==> config.mk <==
export PLATFORM = sky130hd
export DESIGN_NAME = arith_pipe
export DESIGN_NICKNAME = d
export VERILOG_FILES = /design/src/rtl/arith_pipe_pkg.sv /design/src/rtl/arith_stage.sv /design/src/rtl/arith_pipe.sv
export SDC_FILE = /design/constraint.sdc
export NUM_CORES = 1
export LEC_CHECK = 0
export ABC_AREA = 1
export ABC_CLOCK_PERIOD_IN_PS = 4800
export CAP_MARGIN = 20
export CORE_MARGIN = 2
export CORE_UTILIZATION = 55
export CTS_CLUSTER_DIAMETER = 80
export DETAILED_ROUTE_END_ITERATION = 12
export DONT_BUFFER_PORTS = 1
export HOLD_SLACK_MARGIN = 0.08
export PLACE_DENSITY = 0.8
export SYNTH_ARGS = -nofsm -noshare
export SYNTH_HDL_FRONTEND = slang
export SYNTH_HIERARCHICAL = 1
export SYNTH_SLANG_ARGS = --single-unit
==> constraint.sdc <==
create_clock -name clk -period 4.8 [get_ports clk]
set_clock_uncertainty 0.15 [all_clocks]
set_input_delay 0.48 -clock clk [delete_from_list [all_inputs] [get_ports clk]]
set_output_delay 0.48 -clock clk [all_outputs]
set_load 0.02 [all_outputs]
==> src/rtl/arith_pipe_pkg.sv <==
// Shared types and default per-stage configuration
// for the arith_pipe elastic arithmetic pipeline.
package arith_pipe_pkg;

   typedef enum logic [1:0] {
      PASS = 2'd0,
      ADD  = 2'd1,
      MUL  = 2'd2
   } op_e;

   localparam int MAX_DEPTH = 8;

   // Entry [0] configures stage 0 (nearest the input).
   localparam op_e DEF_STAGE_OP [MAX_DEPTH] = '{
      ADD, MUL, MUL, MUL, PASS, PASS, PASS, PASS
   };

   localparam int unsigned DEF_STAGE_K [MAX_DEPTH] = '{
      1, 2, 3, 2, 0, 0, 0, 0
   };

endpackage

==> src/rtl/arith_stage.sv <==
// One pipeline slot: constant-operand op unit feeding
// a data/valid register with elastic load logic.
module arith_stage
   import arith_pipe_pkg::*;
#(
   parameter int              WIDTH = 4,
   parameter op_e             OP    = PASS,
   parameter logic [WIDTH-1:0] K    = '0
) (
   input  logic             clk,
   input  logic             rst_n,
   input  logic             flush,
   input  logic             up_valid,
   input  logic [WIDTH-1:0] up_data,
   input  logic             down_load,
   output logic             load,
   output logic             valid,
   output logic [WIDTH-1:0] data
);

   logic [WIDTH-1:0] res;

   // Operation on the upstream word, truncated to WIDTH bits
   always_comb begin
      res = up_data;
      unique case (OP)
         PASS:    res = up_data;
         ADD:     res = up_data + K;
         MUL:     res = up_data * K;
         default: res = up_data;
      endcase
   end

   // An empty slot always loads, so bubbles collapse
   assign load = ~valid | down_load;

   // Slot register; flush drops validity but keeps stale data
   always_ff @(posedge clk or negedge rst_n) begin
      if (!rst_n) begin
         valid <= 1'b0;
         data  <= '0;
      end else if (flush) begin
         valid <= 1'b0;
      end else if (load) begin
         valid <= up_valid;
         data  <= res;
      end
   end

endmodule

==> src/rtl/arith_pipe.sv <==
// Elastic valid/ready arithmetic pipeline of DEPTH
// arith_stage slots with flush and occupancy count.
module arith_pipe
   import arith_pipe_pkg::*;
#(
   parameter int          WIDTH    = 4,
   parameter int          DEPTH    = 4,
   parameter op_e         STAGE_OP [MAX_DEPTH] = DEF_STAGE_OP,
   parameter int unsigned STAGE_K  [MAX_DEPTH] = DEF_STAGE_K,
   localparam int         OCC_W    = $clog2(DEPTH + 1)
) (
   input  logic             clk,
   input  logic             rst_n,
   input  logic             flush,
   input  logic             in_valid,
   input  logic [WIDTH-1:0] in_data,
   output logic             in_ready,
   output logic             out_valid,
   output logic [WIDTH-1:0] out_data,
   input  logic             out_ready,
   output logic [OCC_W-1:0] occupancy
);

   logic [DEPTH-1:0] vq;

   for (genvar i = 0; i < DEPTH; i++) begin : g_st
      logic             v;
      logic [WIDTH-1:0] d;
      logic             ld;
      logic             uv;
      logic [WIDTH-1:0] ud;
      logic             dl;

      if (i == 0) begin : g_head
         assign uv = in_valid;
         assign ud = in_data;
      end else begin : g_body
         assign uv = g_st[i-1].v;
         assign ud = g_st[i-1].d;
      end

      if (i == DEPTH - 1) begin : g_tail
         assign dl = out_ready;
      end else begin : g_mid
         assign dl = g_st[i+1].ld;
      end

      arith_stage #(
         .WIDTH (WIDTH),
         .OP    (STAGE_OP[i]),
         .K     (WIDTH'(STAGE_K[i]))
      ) u_stage (
         .clk       (clk),
         .rst_n     (rst_n),
         .flush     (flush),
         .up_valid  (uv),
         .up_data   (ud),
         .down_load (dl),
         .load      (ld),
         .valid     (v),
         .data      (d)
      );

      assign vq[i] = v;
   end

   assign in_ready  = g_st[0].ld & ~flush;
   assign out_valid = g_st[DEPTH-1].v;
   assign out_data  = g_st[DEPTH-1].d;

   // Population count of the slot valid flops
   always_comb begin
      occupancy = '0;
      for (int i = 0; i < DEPTH; i++) begin
         occupancy = occupancy + OCC_W'(vq[i]);
      end
   end

endmodule

; ---- After elaboration in Yosys (flattened, before gate mapping)
; Index checks and enable logic that the tools add are counted.
[word_totals]
ff_bits = 14
inputBits = 9
out_inout_bits = 9
wordCells = 39
[op_classes]
add_sub_neg = 4
mul = 1
n_mux = 8
bitwise = 10
reduce_logical = 8
[op_table]
columns = cell, n
row1 = $mux W1, 8
row2 = $reduce_and A2 Y1, 4
row3 = $reduce_bool A2 Y1, 4
row4 = $not A1 Y1, 5
row5 = $or A1 B1 Y1, 4
row6 = $add A2 B1 Y3, 1
row7 = $add A3 B1 Y3, 1
row8 = $add A3 B1 Y3 const B, 1
row9 = $mul A3 B2 Y2 const B, 1
row10 = $add A1 B1 Y2, 1
row11 = $and A1 B1 Y1, 1

; ---- Depth between registers and ports, before layout
[logic_depth]
depth_word = 7
mapped_depth = 11

; ---- Cells and area by module
; The synthesis kept the hierarchy.
[modules_own_cells]
columns = module, instances, cells_each, area_per_inst_um2, seq_area_each_um2
row1 = arith_stage at g_st[1].u_stage ..., 2, 21, 182.7, 100.1
row2 = arith_stage at g_st[2].u_stage, 1, 35, 292.8, 125.1
row3 = arith_stage at g_st[0].u_stage, 1, 28, 245.2, 125.1
row4 = arith_pipe, 1, 10, 73.8, 0.0

; ---- Worst setup path before layout
; OpenSTA, ideal clock, no wires.
[synth_path]
path_type = register to output
from = register g_st[3].u_stage.valid
to = output port occupancy[1]
t_arrival_ns = 1.685
slack_ns = 2.485
path_stages_with_launch = 6
path_buffers = 0
cell_sequence = dfrtp_1 inv_1 fa_1 inv_1 ha_1 ha_1
[synth_between]
elab_chain_len = 1
[synth_lines]
columns = element, line_no
row1 = start: declaration, arith_stage.sv:17  ; output logic valid,
row2 = start signal: assignment, arith_stage.sv:45  ; valid <= up_valid;
row3 = $add A3 B1 Y3, arith_pipe.sv:75  ; occupancy = occupancy + OCC_W'(vq[i]);
row4 = end: declaration, arith_pipe.sv:21  ; output logic [OCC_W-1:0] occupancy
; No other way between the ends.

; ---- Worst setup path after layout
; Same ends and word-level chain as after synthesis.

==> impl_results.md <==
- # H-tree levels: 1
- Hold crit path type: in -> reg
- Placer Congestion: 0.6506
- VDD IR max: 0.0001564 V
- Hold slack: 138.3 ps
- Num CTS Buffers: 3
- Synthesized net count: 103
- Yosys warning total: 6
- CTS root buf: clkbuf_4
- Layout area overhead: 6.515%
- Post-DRT Antenna Nets: 0
- Data arrival, critical path: 2030 ps
- Vias per inst: 4.877
- Pleak: 0.4986 nW
- Layout cells sized above 1: 19.78%
- Avg Inst Size Synth: 8.730 um^2
- Die H: 41.38 um
- Mapped Area: 768.2 um^2
- IO buf count: 0
- Worst setup EP type: output port
- Crit-path max FO: 3
- Clock latency on the worst-skew pair: 270 ps
- # rows: 13
- Initial antenna violation count: 0
- Leading cell type in the layout, fill and taps excluded: nand2_1
- Slew Viols, Final: 0
- Largest net degree at the start of global routing: 15
- Power per Cell Area: 323.9 nW/um^2
- Vias post-DR: 517
- Final Hold Fails: 0
- Crit Path Class: reg -> out
- Unrepaired setup endpoints after global routing: false
- Worst R2R Path Depth: 10
- Drt first pass iters: 2
- Slew HR: 57.56%
- Fillers: 109
- GRT Total Usage: 17.16%
- Slew @ Worst Pin: 634.4 ps
- Nets@finish: 107
- Initial Utilization: 59.04%
- Core box area: 1301 um^2
- Syn Inst Count: 88
- DRC: 0
- Worst Path Required: 4170 ps
- Tmin final: 2658 ps
- Top Ports: 18
- Number of global-route vias before repair: 485
- Commonest non-fill, non-tap cells in the layout: 25 x nand2_1, 14 x dfrtp_1, 13 x inv_1, 5 x nand2_4, 5 x nand3_1
- Status: finished, final reports clean
- Setup bufs post-CTS: 0
- GRT Residual Overflow: 0
- Hold path cells: 1
- Max Fclk: 0.3762 GHz
- CTS tree: done
- Drt initial violations: 1
- Die area: 1712 um^2
- Chip Width: 41.38 um
- Final setup violation count: 0
- Wirelength, routed: 1072 um
- Diode count: 0
- Routed wire per std cell: 10.11 um
- Max Cap Violations: 0
- First-pass GRT wire length: 1849 um
- Setup_tns: 0 ps
- Maximum root-to-sink buffer count: 2
- Tcrit/Tclk final: 55.38%
- Post-DP HPWL: 841.9 um
- Clk sinks: 14
- Critical Path Start Type: flip-flop
- Worst-path clk slew: 90 ps
[per-stage QoR]
| step | worst slack, ps | instances | utilization [%] | power, mW | cell area, um^2 |
|---|---|---|---|---|---|
| floorplan | 2485 | 88 | - | 0.1756 | 768.2 |
| global placement | 2434 | 101 | 59.33 | 0.1783 | 772.0 |
| detailed placement | 2426 | 101 | 59.33 | 0.1809 | 772.0 |
| CTS | 2109 | 106 | 62.88 | 0.2687 | 818.3 |
| global route | 2028 | 106 | 62.88 | 0.2819 | 818.3 |
| finish | 2142 | 106 | 62.88 | 0.2650 | 818.3 |
[path summary, 6_finish.rpt]
| check | slack, ps | start | endpoint |
|---|---|---|---|
| worst max-delay path | 2140 | g_st[3].u_stage/valid$_DFFE_PN0P_ | occupancy[1] |
| worst max register to register | 3330 | g_st[3].u_stage/valid$_DFFE_PN0P_ | g_st[0].u_stage/data[0]$_DFFE_PN0P_ |
| worst min register to register | 340 | g_st[1].u_stage/data[2]$_DFFE_PN0P_ | g_st[1].u_stage/data[2]$_DFFE_PN0P_ |
| worst min-delay path | 140 | in_data[0] | g_st[0].u_stage/data[0]$_DFFE_PN0P_ |
| max in group asynchronous | 3580 | rst_n | g_st[1].u_stage/data[2]$_DFFE_PN0P_ |
| min in group asynchronous | 510 | rst_n | g_st[3].u_stage/data[2]$_DFFE_PN0P_ |
[cell type report]
class | instances | area (um^2) | share of cell area, %
multi-input combinational | 54 | 332.8 | 40.67
clock buffer | 4 | 36.28 | 4.434
timing repair buffer | 1 | 10.01 | 1.223
inverter | 18 | 70.07 | 8.563
tap | 15 | 18.77 | 2.294
sequential | 14 | 350.3 | 42.81
[worst max-delay path: stages (launching register included)]
cell and delay [ps]:
dfrtp_1 520, inv_1 110, fa_1 550, inv_1 40, ha_1 170, ha_1 380
[state kept, by name, indices dropped and copies added, names as in the netlist]
| name | cells |
|---|---|
| g_st.u_stage/data | 10 |
| g_st.u_stage/valid | 4 |
[power breakdown]
part / internal (mW) / switching (mW)
Sequential: 0.131 / 0.0147
Combinational: 0.0134 / 0.0215
Clock: 0.0460 / 0.0379
[per-layer routing]
layer | part of all wire, % | global-route usage, % | vias to the layer above
met5 | 0 | 0 | -
met4 | 0.93 | 9.677 | 0
met3 | 5.0 | 3.191 | 2
met2 | 50 | 30.86 | 13
met1 | 44 | 18.71 | 240
li1 | - | - | 262
[repair_timing]
action | 4_1_cts | 5_1_grt
endpoints found under the setup margin | 0 | 0
gates resized for setup | 0 | 0
endpoints found under the hold margin | 14 | 0
hold buffers | 1 | 0
Power figures use the tool's default switching activity.
